===== src/rtl/cfg_apb_sequencer_if.sv =====
// APB slave bus bundle for cfg_apb_sequencer.
// Zero-wait-state APB: PREADY is driven high by the slave at all times.
// `DWIDTH (normalization constant width) defaults to 16 when not defined globally.

`ifndef DWIDTH
`define DWIDTH 16
`endif

interface cfg_apb_sequencer_if #(
    parameter int ADDR_WIDTH = 8
);
    logic                  PSEL;
    logic                  PENABLE;
    logic                  PWRITE;
    logic [ADDR_WIDTH-1:0] PADDR;
    logic [31:0]           PWDATA;
    logic [31:0]           PRDATA;
    logic                  PREADY;

    modport slave (
        input  PSEL, PENABLE, PWRITE, PADDR, PWDATA,
        output PRDATA, PREADY
    );

    modport master (
        output PSEL, PENABLE, PWRITE, PADDR, PWDATA,
        input  PRDATA, PREADY
    );
endinterface


===== src/rtl/cfg_apb_sequencer.sv =====
// Register-programmed configuration and run sequencer for the accelerator
// datapath. Software programs stage enables and normalization constants over
// APB, launches a run, and the block holds the configuration stable until the
// datapath reports done. Records status and the run cycle count.
//
// Optional feature macro: CFG_SEQ_TIMEOUT_EN
//   defined   -> TMO_LIMIT register and BUSY watchdog are built
//   undefined -> TMO_LIMIT reads 0, STATUS.TIMEOUT is always 0
//
// State table:
//   state   | meaning
//   IDLE    | no run in progress, enables low, waiting for a launch
//   START   | one-cycle launch; start pulse high, enables valid
//   BUSY    | run in progress; waiting for done, abort or timeout

`ifndef DWIDTH
`define DWIDTH 16
`endif

module cfg_apb_sequencer #(
    parameter int ADDR_WIDTH = 8
) (
    input  logic               clk,
    input  logic               reset,
    cfg_apb_sequencer_if.slave apb,
    output logic               start,
    output logic               enable_matmul,
    output logic               enable_norm,
    output logic               enable_activation,
    output logic               enable_pool,
    output logic [`DWIDTH-1:0] mean,
    output logic [`DWIDTH-1:0] inv_var,
    input  logic               done
);

    typedef enum logic [1:0] {
        S_IDLE  = 2'd0,
        S_START = 2'd1,
        S_BUSY  = 2'd2
    } state_t;

    localparam logic [ADDR_WIDTH-1:0] ADDR_CTRL    = ADDR_WIDTH'(8'h00);
    localparam logic [ADDR_WIDTH-1:0] ADDR_STATUS  = ADDR_WIDTH'(8'h04);
    localparam logic [ADDR_WIDTH-1:0] ADDR_MEAN    = ADDR_WIDTH'(8'h08);
    localparam logic [ADDR_WIDTH-1:0] ADDR_INV_VAR = ADDR_WIDTH'(8'h0C);
    localparam logic [ADDR_WIDTH-1:0] ADDR_CYCLES  = ADDR_WIDTH'(8'h10);
    localparam logic [ADDR_WIDTH-1:0] ADDR_TMO     = ADDR_WIDTH'(8'h14);

    state_t state;
    state_t state_next;

    logic wr_en;
    logic rd_en;
    logic sel_ctrl;
    logic sel_status;
    logic sel_mean;
    logic sel_inv_var;
    logic sel_cycles;
    logic sel_tmo;

    logic               start_wr;
    logic               abort_wr;
    logic               status_wr;
    logic               launch;
    logic               launch_reject;
    logic               finish_done;
    logic               finish_tmo;
    logic               tmo_hit;
    logic               busy;

    logic [3:0]         en_reg;
    logic [`DWIDTH-1:0] mean_reg;
    logic [`DWIDTH-1:0] inv_var_reg;
    logic [3:0]         shadow_en;
    logic [`DWIDTH-1:0] shadow_mean;
    logic [`DWIDTH-1:0] shadow_inv_var;

    logic               st_done;
    logic               st_err;
    logic               st_tmo;
    logic [31:0]        cycles_reg;
    logic [31:0]        run_cnt;
    logic [31:0]        run_cnt_inc;
    logic [31:0]        tmo_limit;
    logic [31:0]        rdata;

    // Not every write-data bit lands in a register for every DWIDTH / build.
    logic unused_pwdata;
    assign unused_pwdata = ^apb.PWDATA;

    assign wr_en       = apb.PSEL & apb.PENABLE & apb.PWRITE;
    assign rd_en       = apb.PSEL & apb.PENABLE & ~apb.PWRITE;
    assign sel_ctrl    = (apb.PADDR == ADDR_CTRL);
    assign sel_status  = (apb.PADDR == ADDR_STATUS);
    assign sel_mean    = (apb.PADDR == ADDR_MEAN);
    assign sel_inv_var = (apb.PADDR == ADDR_INV_VAR);
    assign sel_cycles  = (apb.PADDR == ADDR_CYCLES);
    assign sel_tmo     = (apb.PADDR == ADDR_TMO);

    // ABORT in the same write masks START completely.
    assign abort_wr  = wr_en & sel_ctrl & apb.PWDATA[8];
    assign start_wr  = wr_en & sel_ctrl & apb.PWDATA[0] & ~apb.PWDATA[8];
    assign status_wr = wr_en & sel_status;

    assign busy        = (state != S_IDLE);
    assign run_cnt_inc = (run_cnt == 32'hFFFF_FFFF) ? run_cnt : run_cnt + 32'd1;

`ifdef CFG_SEQ_TIMEOUT_EN
    // Counter is monotonic during a run, so >= behaves as "reaches" and also
    // catches a limit lowered below the current count mid-run.
    assign tmo_hit = (tmo_limit != 32'd0) && (run_cnt >= tmo_limit);
`else
    assign tmo_hit = 1'b0;
`endif

    // State register.
    always_ff @(posedge clk) begin
        if (reset) state <= S_IDLE;
        else       state <= state_next;
    end

    // Next-state and launch/finish decode; done beats abort beats timeout.
    always_comb begin
        state_next    = state;
        start         = 1'b0;
        launch        = 1'b0;
        launch_reject = 1'b0;
        finish_done   = 1'b0;
        finish_tmo    = 1'b0;
        case (state)
            S_IDLE: begin
                if (start_wr) begin
                    if (apb.PWDATA[4:1] != 4'd0) begin
                        launch     = 1'b1;
                        state_next = S_START;
                    end else begin
                        launch_reject = 1'b1;
                    end
                end
            end
            S_START: begin
                start         = 1'b1;
                launch_reject = start_wr;
                state_next    = S_BUSY;
            end
            S_BUSY: begin
                launch_reject = start_wr;
                if (done) begin
                    finish_done = 1'b1;
                    state_next  = S_IDLE;
                end else if (abort_wr) begin
                    state_next  = S_IDLE;
                end else if (tmo_hit) begin
                    finish_tmo  = 1'b1;
                    state_next  = S_IDLE;
                end
            end
            default: state_next = S_IDLE;
        endcase
    end

    // Software-visible configuration registers.
    always_ff @(posedge clk) begin
        if (reset) begin
            en_reg      <= 4'd0;
            mean_reg    <= '0;
            inv_var_reg <= '0;
        end else if (wr_en) begin
            if (sel_ctrl)    en_reg      <= apb.PWDATA[4:1];
            if (sel_mean)    mean_reg    <= apb.PWDATA[`DWIDTH-1:0];
            if (sel_inv_var) inv_var_reg <= apb.PWDATA[`DWIDTH-1:0];
        end
    end

    // Shadow copies drive the datapath; only a launch refreshes them.
    always_ff @(posedge clk) begin
        if (reset) begin
            shadow_en      <= 4'd0;
            shadow_mean    <= '0;
            shadow_inv_var <= '0;
        end else if (launch) begin
            shadow_en      <= apb.PWDATA[4:1];
            shadow_mean    <= mean_reg;
            shadow_inv_var <= inv_var_reg;
        end
    end

    // Run counter: cleared at launch, counts START and BUSY cycles, saturates.
    always_ff @(posedge clk) begin
        if (reset)     run_cnt <= 32'd0;
        else if (launch) run_cnt <= 32'd0;
        else if (busy)   run_cnt <= run_cnt_inc;
    end

    // CYCLES includes the done cycle itself.
    always_ff @(posedge clk) begin
        if (reset)            cycles_reg <= 32'd0;
        else if (finish_done) cycles_reg <= run_cnt_inc;
    end

    // Sticky status bits; a hardware set wins over a same-cycle W1C.
    always_ff @(posedge clk) begin
        if (reset) begin
            st_done <= 1'b0;
            st_err  <= 1'b0;
        end else begin
            st_done <= finish_done   | (st_done & ~(status_wr & apb.PWDATA[1]));
            st_err  <= launch_reject | (st_err  & ~(status_wr & apb.PWDATA[2]));
        end
    end

`ifdef CFG_SEQ_TIMEOUT_EN
    // Watchdog limit and timeout flag.
    always_ff @(posedge clk) begin
        if (reset) begin
            tmo_limit <= 32'd0;
            st_tmo    <= 1'b0;
        end else begin
            if (wr_en && sel_tmo) tmo_limit <= apb.PWDATA;
            st_tmo <= finish_tmo | (st_tmo & ~(status_wr & apb.PWDATA[3]));
        end
    end
`else
    assign tmo_limit = 32'd0;
    assign st_tmo    = finish_tmo;
`endif

    // Combinational read mux; zero outside a read access phase.
    always_comb begin
        rdata = 32'd0;
        if (rd_en) begin
            if (sel_ctrl)    rdata = {23'd0, 4'd0, en_reg, 1'b0};
            if (sel_status)  rdata = {28'd0, st_tmo, st_err, st_done, busy};
            if (sel_mean)    rdata = 32'(mean_reg);
            if (sel_inv_var) rdata = 32'(inv_var_reg);
            if (sel_cycles)  rdata = cycles_reg;
            if (sel_tmo)     rdata = tmo_limit;
        end
    end

    assign apb.PRDATA = rdata;
    assign apb.PREADY = 1'b1;

    assign {enable_pool, enable_activation, enable_norm, enable_matmul} =
        busy ? shadow_en : 4'd0;
    assign mean    = shadow_mean;
    assign inv_var = shadow_inv_var;

endmodule


===== src/flat_wrapper.sv =====
// flat-port wrapper written by rule: the top's interface ports become plain ports
module cfg_apb_sequencer_flat 
#(
    parameter int ADDR_WIDTH = 8
)
  (clk, reset, start, enable_matmul, enable_norm, enable_activation, enable_pool, mean, inv_var, done, apb_PSEL, apb_PENABLE, apb_PWRITE, apb_PADDR, apb_PWDATA, apb_PRDATA, apb_PREADY);
  cfg_apb_sequencer_if #(.ADDR_WIDTH(ADDR_WIDTH)) apb_i ();
  input  logic clk;
  input  logic reset;
  output logic start;
  output logic enable_matmul;
  output logic enable_norm;
  output logic enable_activation;
  output logic enable_pool;
  output logic [`DWIDTH-1:0] mean;
  output logic [`DWIDTH-1:0] inv_var;
  input  logic done;
  input wire logic [$bits(apb_i.PSEL)-1:0] apb_PSEL;
  input wire logic [$bits(apb_i.PENABLE)-1:0] apb_PENABLE;
  input wire logic [$bits(apb_i.PWRITE)-1:0] apb_PWRITE;
  input wire logic [$bits(apb_i.PADDR)-1:0] apb_PADDR;
  input wire logic [$bits(apb_i.PWDATA)-1:0] apb_PWDATA;
  output wire logic [$bits(apb_i.PRDATA)-1:0] apb_PRDATA;
  output wire logic [$bits(apb_i.PREADY)-1:0] apb_PREADY;
  assign apb_i.PSEL = apb_PSEL;
  assign apb_i.PENABLE = apb_PENABLE;
  assign apb_i.PWRITE = apb_PWRITE;
  assign apb_i.PADDR = apb_PADDR;
  assign apb_i.PWDATA = apb_PWDATA;
  assign apb_PRDATA = apb_i.PRDATA;
  assign apb_PREADY = apb_i.PREADY;
  cfg_apb_sequencer #(.ADDR_WIDTH(ADDR_WIDTH)) u_core (.clk(clk), .reset(reset), .apb(apb_i), .start(start), .enable_matmul(enable_matmul), .enable_norm(enable_norm), .enable_activation(enable_activation), .enable_pool(enable_pool), .mean(mean), .inv_var(inv_var), .done(done));
endmodule

===== config.mk =====
export PLATFORM = sky130hd
export DESIGN_NAME = cfg_apb_sequencer_flat
export DESIGN_NICKNAME = d
export VERILOG_FILES = /design/src/rtl/cfg_apb_sequencer_if.sv /design/src/rtl/cfg_apb_sequencer.sv /design/src/flat_wrapper.sv
export SDC_FILE = /design/constraint.sdc
export NUM_CORES = 1
export LEC_CHECK = 0
export BUFFER_PORTS_ARGS = -buffer_cell sky130_fd_sc_hd__buf_4
export CORE_AREA = 2 2 117 119
export DETAILED_ROUTE_END_ITERATION = 7
export DIE_AREA = 0 0 119 121
export MAX_ROUTING_LAYER = met4
export PLACE_DENSITY = 0.74
export SYNTH_ARGS = -nofsm -noshare
export SYNTH_HDL_FRONTEND = slang
export SYNTH_SLANG_ARGS = --single-unit

===== constraint.sdc =====
create_clock -name clk -period 3.44 [get_ports clk]
set_input_delay 0.688 -clock clk [delete_from_list [all_inputs] [get_ports clk]]
set_output_delay 0.688 -clock clk [all_outputs]
set_load 0.02 [all_outputs]

-- Word level (Yosys, flattened, before mapping)
Index checks and enable logic that the tools add are counted.
- bits in registers: 140
- latch bits: 0
- RAM bits: 0
- bits in read-only memories: 0
- input port bits: 46
- word-level logic and storage cells: 74
- memories kept: 0
- add/subtract/negate cells: 1
- $mul: 0
- div/mod/pow operators: 0
- magnitude comparators: 0
- eq/ne operators: 11
- shift operators: 0
- muxes and demuxes: 23
- bitwise logic cells: 18
- reductions and logical operators: 10
- operator list (cell ; count):
    32-bit 2-to-1 mux ; 4
    32-bit by 1-bit adder with 32-bit output, second input constant ; 1
    32-bit equality test, second input constant ; 1
    16-bit 2-to-1 mux ; 2
    8-bit by 4-bit equality test with 1-bit output, second input constant ; 2
    8-bit by 5-bit equality test with 1-bit output, second input constant ; 2
    1-bit AND ; 12
    5-bit 2-to-1 mux ; 2
    8-bit by 3-bit equality test with 1-bit output, second input constant ; 1
    8-bit logical NOT ; 1
    1-bit 2-to-1 mux ; 8
    2-bit 2-to-1 mux ; 4
    2-bit case mux with 3 select lines ; 1
    2-bit AND reduction ; 3
    4-bit 2-to-1 mux ; 1
    2-bit by 1-bit inequality test with 1-bit output, second input constant ; 2
    1-bit NOT ; 4
    4-bit nonzero test ; 1
    2-bit OR reduction ; 2
    3-bit by 2-bit inequality test with 1-bit output, second input constant ; 1
    3-bit AND reduction ; 1
    2-bit by 1-bit equality test with 1-bit output, second input constant ; 1
    2-bit equality test, second input constant ; 1
    2-bit logical NOT ; 1
    other kinds (3) ; 4

-- Logic depth before layout (Yosys ltp)
Gate-level depths: netlist of the first run.
- depth after elaboration: 8
- mapped depth: 10

-- Worst setup path after synthesis of the first run
OpenSTA, ideal clock, no wires.
- path type: input-to-output
- from: in apb_PADDR[0]
- to: out apb_PRDATA[4]
- arrival time: 2.478 ns
- path slack: 0.274 ns
- cell stages on the path: 7
- buffers on the path: 2
- cells stage by stage: or4_4 nor4b_2 and2_0 clkbuf_1 buf_2 nand2_1 a31oi_1
- cells in the longest elaborated chain, start to end: 8
- elaborated cells between the ends (all ways): 13
- RTL lines (item ; line ; text):
    from (decl) ; flat_wrapper.sv:21 ; input wire logic [$bits(apb_i.PADDR)-1:0] apb_PADDR;
    8-bit logical NOT ; cfg_apb_sequencer.sv:93 ; assign sel_ctrl = (apb.PADDR == ADDR_CTRL);
    5-bit 2-to-1 mux ; cfg_apb_sequencer.sv:232 ; if (sel_ctrl) rdata = {23'd0, 4'd0, en_reg, 1'b0};
    5-bit 2-to-1 mux ; cfg_apb_sequencer.sv:233 ; if (sel_status) rdata = {28'd0, st_tmo, st_err, st_done, busy};
    16-bit 2-to-1 mux ; cfg_apb_sequencer.sv:234 ; if (sel_mean) rdata = 32'(mean_reg);
    16-bit 2-to-1 mux ; cfg_apb_sequencer.sv:235 ; if (sel_inv_var) rdata = 32'(inv_var_reg);
    32-bit 2-to-1 mux ; cfg_apb_sequencer.sv:236 ; if (sel_cycles) rdata = cycles_reg;
    32-bit 2-to-1 mux (*) ; cfg_apb_sequencer.sv:237 ; if (sel_tmo) rdata = tmo_limit;
    32-bit 2-to-1 mux (*) ; cfg_apb_sequencer.sv:231 ; if (rd_en) begin
    to (decl) ; flat_wrapper.sv:23 ; output wire logic [$bits(apb_i.PRDATA)-1:0] apb_PRDATA;
Every way passes the cells marked *; elsewhere a longest branch is shown, timed or not.

-- Final worst setup path of the first run
- from: in apb_PADDR[0]
- to: out apb_PRDATA[8]
- cells in the longest elaborated chain, start to end: 6
- elaborated cells between the ends (all ways): 9
- RTL lines (item ; line ; text):
    8-bit by 4-bit equality test with 1-bit output ; cfg_apb_sequencer.sv:95 ; assign sel_mean = (apb.PADDR == ADDR_MEAN);
    16-bit 2-to-1 mux ; cfg_apb_sequencer.sv:234 ;
    16-bit 2-to-1 mux ; cfg_apb_sequencer.sv:235 ;
    32-bit 2-to-1 mux ; cfg_apb_sequencer.sv:236 ;
    32-bit 2-to-1 mux (*) ; cfg_apb_sequencer.sv:237 ;
    32-bit 2-to-1 mux (*) ; cfg_apb_sequencer.sv:231 ;
Marked as above.

==> results.json, run 1 <==
{
  "outcome": "finished with violations",
  "violations": "design-rule violations",
  "grt_pass1_wl_um": 29800,
  "ys_seq_area_frac": 0.413,
  "crit_fanout": 23,
  "min_to": "u_core.shadow_en[2]",
  "clk_path_buf_depth": 2,
  "cts_resized": 0,
  "rsz0062_at_grt": "no",
  "vias": 6355,
  "hold_path_class": "flop to flop",
  "ant_nets": 0,
  "drtIter0Drc": 609,
  "min_from": "u_core.shadow_en[2]",
  "ys_seq_elements": 140,
  "p_leak_nw": 2.92,
  "fillers": 1187,
  "r2r_slack_ns": 0.87,
  "syn_inst": 819,
  "worstPathArrival_ns": 2.57,
  "dieArea_um2": 14400,
  "grt_max_degree": 88,
  "antenna_cells": 0,
  "place.gp.congestion": 0.951,
  "ys.flop_type": "dfxtp_1",
  "core.rowCount": 42,
  "required_ns": 2.75,
  "finalSetupViolCount": 0,
  "hold_viol": 0,
  "post-place-ws_ns": 0.203,
  "dp_hpwl_um": 12300,
  "drive_gt1_frac": 0.197,
  "finalCriticalPeriod_ns": 3.26,
  "route.detailed.drc": 1,
  "postLayoutCellArea_um2": 8230,
  "power.density_nw_per_um2": 446,
  "drt_first_pass_iters": 8,
  "timing.setup.tns_ns": 0,
  "core_um2": 13100,
  "synth_warnings": 0,
  "tightest_slew_ns": 0.955,
  "synth_fp_nets": 870,
  "post_cts_buffers": 0,
  "slew_headroom": 0.363,
  "start_util": 0.519,
  "ios": 116,
  "root_buffer": "clkbuf_16",
  "synth_fa_ha_area_frac": 0.00922,
  "die_h_um": 121,
  "avgSynthCellArea_um2": 8.29,
  "synth-edff-count": 0,
  "r2r_cells": 6,
  "async_flop_share": 0,
  "cts_hold_buffers": 0,
  "tritoncts": "built",
  "antenna_found_initial": 0,
  "routedWlPerCell_um": 16.8,
  "grt_use_total": 0.266,
  "syn_to_final_growth_pct": 21.3,
  "worstReg2RegEnd": "u_core.run_cnt[1]",
  "fmax_mhz": 307,
  "grt_pass1_vias": 5801,
  "r2r-start": "u_core.run_cnt[8]",
  "criticalPathCategory": "input pin to output pin",
  "htreeDepth": 4,
  "overflow": 0,
  "slew_violations": 0,
  "irDropWorstVdd_uv": 341,
  "max_cap_viol_count": 0,
  "port_buffers": 98,
  "clock-skew-final_ns": 0.00662,
  "synthXorXnorAreaFrac": 0.00774,
  "viasPerCell": 5.87,
  "end_kind": "output pin",
  "numCtsBuffers": 17,
  "syn_area_um2": 6790,
  "clk_latency_ns": 0.42,
  "clk_pin_slew_worst_paths_ns": 0.06,
  "fin_crit_sh": 0.947,
  "postPlaceCellArea_um2": 7600,
  "routed_wl_um": 18200,
  "hold_depth": 2,
  "final_common_cell": "dfxtp_1",
  "synthMuxAreaShare": 0.0540,
  "fin_nets": 945,
  "yosys.area_share.simple": 0.268,
  "mostFrequentLayoutCells": "140 x dfxtp_1, 117 x buf_4, 113 x nand2_1",
  "synth_cell_type_count": 67,
  "die_x_um": 119,
  "critPathLaunchType": "input pin",
  "synth_compound_area_frac": 0.196,
  "fin_ws_ns": 0.182,
  "synth_top_family_by_area": "simple AND/OR/NAND/NOR gates",
  "clkSinkCount": 140
}
==> worst max path at each step <==
stage,endpoint,depth (start not counted),startpoint,slack [ns]
6_report,apb_PRDATA[8],8,apb_PADDR[0],0.18
3_3_place_gp,apb_PRDATA[4],8,apb_PADDR[0],0.18
4_1_cts,apb_PRDATA[8],8,apb_PADDR[0],0.21
2_1_floorplan,apb_PRDATA[4],7,apb_PADDR[0],0.27
5_1_grt,apb_PRDATA[8],8,apb_PADDR[0],0.09
3_5_place_dp,apb_PRDATA[8],8,apb_PADDR[0],0.20
==> Yosys cell counts, types with 4 or more instances <==
master,instances,share of area
and3_1,7,0.0065
a22oi_1,5,0.0055
a31oi_1,14,0.013
or4_1,14,0.015
nand2b_1,5,0.0046
or2_2,4,0.0037
a222oi_1,11,0.016
nor4_1,12,0.011
clkbuf_1,35,0.019
nor3_1,7,0.0052
o31ai_1,18,0.020
nor2b_1,8,0.0074
buf_6,4,0.0066
nand4_1,15,0.014
nand2_1,113,0.063
and2_1,20,0.018
o21ai_1,11,0.0081
or3_1,32,0.029
a311oi_2,4,0.0088
nor2_1,62,0.034
o21ai_0,40,0.029
buf_2,16,0.012
mux2i_1,31,0.046
nand3_1,26,0.019
ha_1,5,0.0092
a21oi_1,85,0.063
dfxtp_1,140,0.41
inv_1,12,0.0066
==> routing by layer <==
layer  up-vias  track usage  share of wire
li1       3130            -              -
met1      2947        0.349           0.44
met2       253        0.410           0.47
met3        25       0.0564          0.076
met4         0       0.0871          0.013
met5         -            -              0
==> kinds of logic after synthesis <==
family | Yosys count
XOR/XNOR | 6
multiplexers | 34
AO/OA/AOI/OAI | 212
other | 1
AND/OR/NAND/NOR | 346
adder cells (fa/ha/maj) | 5
flip-flops | 140
buffers and inverters | 75
==> cell type report <==
cell class | instances | area, um^2 | share of cell area
Inverter | 13 | 48.8 | 0.00593
Sequential cell | 140 | 2800 | 0.341
Multi-Input combinational cell | 604 | 3630 | 0.441
Clock buffer | 18 | 439 | 0.0534
Timing Repair Buffer | 118 | 898 | 0.109
Clock inverter | 14 | 191 | 0.0233
Tap cell | 176 | 220 | 0.0268
==> critical path, cell delays in order <==
cell and delay [ns]:
buf_4 0.11, or4_4 0.56, nor4b_2 0.33, and2_0 0.24, buf_12 0.17, a222oi_1 0.10
nor2_1 0.18, buf_4 0.18
==> metrics by stage <==
stage	util	hold WS (ns)	cells	total power, W
finish	0.629	0.448	1083	0.00367
global route	0.629	0.460	1083	0.00376
CTS	0.629	0.450	1083	0.00369
detailed placement	0.581	0.442	1051	0.00175
global placement	0.581	0.435	1051	0.00175
floorplan	-	0.427	819	0.00170
==> power by group <==
group          internal, W  switching, W  total (W)  leakage, nW
Combinational    0.0000326     0.0000616  0.0000942         1.49
Clock              0.00123      0.000719    0.00195        0.299
Sequential         0.00162   0.000000142    0.00162         1.13
Total              0.00289      0.000781    0.00367         2.92
Note: power is estimated with default switching activity, not from simulation.
==> run 2: changes to the inputs <==
--- a/config.mk
+++ b/config.mk
@@ -5,7 +5,7 @@
 export SDC_FILE = /design/constraint.sdc
 export NUM_CORES = 1
 export LEC_CHECK = 0
-export BUFFER_PORTS_ARGS = -buffer_cell sky130_fd_sc_hd__buf_4
+export BUFFER_PORTS_ARGS = -buffer_cell sky130_fd_sc_hd__buf_2
 export CORE_AREA = 2 2 117 119
 export DETAILED_ROUTE_END_ITERATION = 7
 export DIE_AREA = 0 0 119 121
==> results.json, run 2 (synthesized netlist as in run 1, its figures left out) <==
{
  "outcome": "complete, no violations",
  "cts_resized": 0,
  "worstPathArrival_ns": 2.58,
  "ios": 116,
  "antenna_found_initial": 0,
  "hold_depth": 2,
  "power.density_nw_per_um2": 443,
  "p_leak_nw": 2.88,
  "ant_nets": 0,
  "route.detailed.drc": 0,
  "clkSinkCount": 140,
  "r2r_cells": 7,
  "dp_hpwl_um": 11900,
  "core_um2": 13100,
  "r2r-start": "u_core.run_cnt[0]",
  "tritoncts": "built",
  "required_ns": 2.75,
  "finalCriticalPeriod_ns": 3.27,
  "port_buffers": 98,
  "slew_violations": 0,
  "worstReg2RegEnd": "u_core.run_cnt[1]",
  "hold_viol": 0,
  "rsz0062_at_grt": "no",
  "post_cts_buffers": 0,
  "end_kind": "output pin",
  "fin_nets": 944,
  "numCtsBuffers": 17,
  "dp.cells": 1050,
  "die_x_um": 119,
  "overflow": 0,
  "clk_latency_ns": 0.43,
  "drt_first_pass_iters": 7,
  "fin_ws_ns": 0.169,
  "min_from": "u_core.shadow_en[2]",
  "clk_pin_slew_worst_paths_ns": 0.06,
  "drive_gt1_frac": 0.196,
  "place.gp.congestion": 0.894,
  "critPathLaunchType": "input pin",
  "instances_no_fill": 1082,
  "drtIter0Drc": 726,
  "core.rowCount": 42,
  "cts_hold_buffers": 0,
  "criticalPathCategory": "input pin to output pin",
  "grt_pass1_wl_um": 28700,
  "syn_to_final_growth_pct": 16.9,
  "min_to": "u_core.shadow_en[2]",
  "routedWlPerCell_um": 16.5,
  "routed_wl_um": 17800,
  "r2r_slack_ns": 0.93,
  "max_cap_viol_count": 0,
  "vias": 6342,
  "mostFrequentLayoutCells": "140 x dfxtp_1, 113 x nand2_1, 98 x buf_2",
  "utilization": 0.607,
  "fmax_mhz": 306,
  "finalSetupViolCount": 0,
  "post-place-ws_ns": 0.154,
  "clock-skew-final_ns": 0.00728,
  "grt_use_total": 0.257,
  "irDropWorstVdd_uv": 335,
  "viasPerCell": 5.86,
  "crit_fanout": 23,
  "fin_crit_sh": 0.951,
  "start_util": 0.519,
  "hold_path_class": "flop to flop",
  "clk_path_buf_depth": 2,
  "die_h_um": 121,
  "timing.setup.tns_ns": 0,
  "antenna_cells": 0,
  "root_buffer": "clkbuf_16",
  "dieArea_um2": 14400,
  "slew_headroom": 0.347,
  "tightest_slew_ns": 0.979,
  "grt_pass1_vias": 5680,
  "htreeDepth": 4,
  "grt_max_degree": 88,
  "final_common_cell": "dfxtp_1"
}
==> run 2: cell count changes in the layout (fill, tap and decap cells not counted) <==
cell,before,now
buf_12,1,2
buf_2,0,98
buf_4,117,17
bufinv_16,4,1
clkbuf_8,1,0
clkinv_2,3,1
clkinv_4,0,1
clkinvlp_4,4,2
inv_6,3,8
inv_8,0,2
==> run 2: critical path, cell delays in order <==
cell and delay (ns):
buf_2 0.10, or4_4 0.55, nor4b_2 0.34, and2_0 0.25, buf_12 0.18, nand2_1 0.06
a31oi_1 0.21, buf_2 0.20
==> run 2: metal layers <==
layer / track usage / wire, um / vias to the layer above
li1: - / - / 3120
met2: 0.409 / 8280 / 192
met4: 0.0982 / 363 / 0
met5: - / 0 / -
met3: 0.0479 / 1020 / 32
met1: 0.327 / 8160 / 2998
==> run 2: worst max-delay path by stage <==
stage,startpoint,end,slack (ns)
final,apb_PADDR[0],apb_PRDATA[4],0.17
after detailed placement,apb_PADDR[0],apb_PRDATA[4],0.15
after CTS,apb_PADDR[0],apb_PRDATA[4],0.15
after global routing,apb_PADDR[0],apb_PRDATA[4],0.05
after floorplan,apb_PADDR[0],apb_PRDATA[4],0.27
after global placement,apb_PADDR[0],apb_PRDATA[4],0.16
==> run 2: cell type report <==
class | instances | area, um^2
Clock inverter | 15 | 151
Sequential cell | 140 | 2800
Timing Repair Buffer | 117 | 658
Multi-Input combinational cell | 604 | 3630
Inverter | 13 | 48.8
Clock buffer | 17 | 425
Fill cell | 1162 | 5150
Tap cell | 176 | 220
==> run 2: report_power, final <==
group	switching (W)	internal, W
Sequential	0.000000142	0.00162
Combinational	0.0000609	0.0000231
Clock	0.000789	0.00102
==> run 2: per-stage QoR <==
| stage | hold WS [ns] | total power (W) | cell area (um^2) |
|---|---|---|---|
| 2_1_floorplan | 0.427 | 0.00170 | 6790 |
| 3_3_place_gp | 0.434 | 0.00174 | 7360 |
| 3_5_place_dp | 0.440 | 0.00174 | 7360 |
| 4_1_cts | 0.448 | 0.00352 | 7940 |
| 5_1_grt | 0.471 | 0.00360 | 7940 |
| 6_report | 0.447 | 0.00351 | 7940 |
==> run 3: changes to the inputs <==
--- a/config.mk
+++ b/config.mk
@@ -6,11 +6,11 @@
 export NUM_CORES = 1
 export LEC_CHECK = 0
 export BUFFER_PORTS_ARGS = -buffer_cell sky130_fd_sc_hd__buf_2
-export CORE_AREA = 2 2 117 119
+export CORE_AREA = 2 2 126 128
 export DETAILED_ROUTE_END_ITERATION = 7
-export DIE_AREA = 0 0 119 121
+export DIE_AREA = 0 0 128 130
 export MAX_ROUTING_LAYER = met4
-export PLACE_DENSITY = 0.74
+export PLACE_DENSITY = 0.66
 export SYNTH_ARGS = -nofsm -noshare
 export SYNTH_HDL_FRONTEND = slang
 export SYNTH_SLANG_ARGS = --single-unit
==> results.json, run 3 (synthesized netlist as in run 1, its figures left out) <==
{
  "max_cap_viol_count": 0,
  "p_leak_nw": 2.89,
  "tritoncts": "built",
  "hold_viol": 0,
  "root_buffer": "clkbuf_16",
  "register_area_um2": 2800,
  "crit_fanout": 23,
  "grt_pass1_wl_um": 29000,
  "ant_nets": 0,
  "mostFrequentLayoutCells": "140 x dfxtp_1, 113 x nand2_1, 98 x buf_2",
  "tightest_slew_ns": 0.979,
  "overflow": 0,
  "clock-skew-final_ns": 0.00977,
  "cts_resized": 0,
  "core_um2": 15400,
  "antenna_cells": 0,
  "worstPathArrival_ns": 2.63,
  "cts_hold_buffers": 0,
  "fin_nets": 947,
  "slew_headroom": 0.348,
  "power.density_nw_per_um2": 439,
  "slew_violations": 0,
  "clkSinkCount": 140,
  "timing.setup.tns_ns": 0,
  "multi_input_area_um2": 3630,
  "die_h_um": 130,
  "rsz0062_at_grt": "no",
  "grt_use_total": 0.226,
  "finalSetupViolCount": 0,
  "dieArea_um2": 16600,
  "port_buffers": 98,
  "grt_max_degree": 56,
  "start_util": 0.440,
  "antenna_found_initial": 0,
  "clk_path_buf_depth": 2,
  "irDropWorstVdd_uv": 355,
  "fin_hold_ws_ns": 0.447,
  "fmax_mhz": 301,
  "routedWlPerCell_um": 16.5,
  "route.detailed.drc": 0,
  "end_kind": "output pin",
  "routed_wl_um": 18200,
  "criticalPathCategory": "input pin to output pin",
  "fin_crit_sh": 0.965,
  "required_ns": 2.75,
  "core.rowCount": 46,
  "ios": 116,
  "syn_to_final_growth_pct": 17.6,
  "drtIter0Drc": 712,
  "outcome": "complete, no violations",
  "viasPerCell": 5.68,
  "drt_first_pass_iters": 8,
  "numCtsBuffers": 17,
  "fillers": 1501,
  "htreeDepth": 4,
  "grt_pass1_vias": 5628,
  "final_common_cell": "dfxtp_1",
  "drive_gt1_frac": 0.199,
  "place.gp.congestion": 0.904,
  "clk_pin_slew_worst_paths_ns": 0.06,
  "hold_path_class": "flop to flop",
  "post_cts_buffers": 0,
  "finalCriticalPeriod_ns": 3.32,
  "vias": 6258,
  "critPathLaunchType": "input pin",
  "die_x_um": 128,
  "clk_latency_ns": 0.43,
  "dp_hpwl_um": 12600
}
==> run 3: cell count changes in the layout (fill, tap and decap cells not counted), sizes merged <==
| cell | before | now |
|---|---|---|
| buf | 117 | 120 |
==> run 3: worst max-delay path, cell delays in order <==
cell and delay [ns]:
buf_2 0.10, or4_4 0.56, nor4b_2 0.37, and2_0 0.25, buf_12 0.18, a222oi_1 0.09, nor2_1 0.17, buf_2 0.20
==> run 3: path summary, 6_finish.rpt <==
| kind | start | endpoint | slack (ns) | cells past startpoint |
|---|---|---|---|---|
| min | u_core.mean[4] | u_core.mean[4] | 0.45 | 2 |
| max | apb_PADDR[0] | apb_PRDATA[15] | 0.12 | 8 |
| min reg2reg | u_core.mean[4] | u_core.mean[4] | 0.45 | 2 |
| max reg2reg | u_core.state[0] | u_core.run_cnt[31] | 0.93 | 8 |
==> run 3: power breakdown <==
group | total (W) | switching (W) | leakage, nW | internal [W]
Sequential | 0.00162 | 0.000000143 | 1.13 | 0.00162
Clock | 0.00179 | 0.000777 | 0.277 | 0.00102
Combinational | 0.0000875 | 0.0000629 | 1.49 | 0.0000247
Total | 0.00350 | 0.000840 | 2.89 | 0.00266
==> run 3: area by class of cell <==
type,count,share of cell area
inverter,13,0.00612
clock inverter,15,0.0188
multi-input combinational,604,0.455
sequential,140,0.351
clock buffer,17,0.0533
tap,192,0.0301
timing repair buffer,120,0.0853
==> run 3: layer usage <==
layer	track usage	up-vias	wire length (um)
li1	-	3133	-
met1	0.298	2911	8580
met2	0.345	183	8300
met3	0.0476	31	921
met4	0.0789	0	389
met5	-	-	0
==> run 3: per-stage QoR <==
step                power (W)  setup slack, ns  cell area [um^2]   util  cells
floorplan             0.00170            0.274              6790      -    819
finish                0.00350            0.119              7980  0.517   1101
global route          0.00361           0.0178              7980  0.517   1101
global placement      0.00174            0.150              7400  0.480   1069
detailed placement    0.00174            0.161              7400  0.480   1069
CTS                   0.00353            0.159              7980  0.517   1101
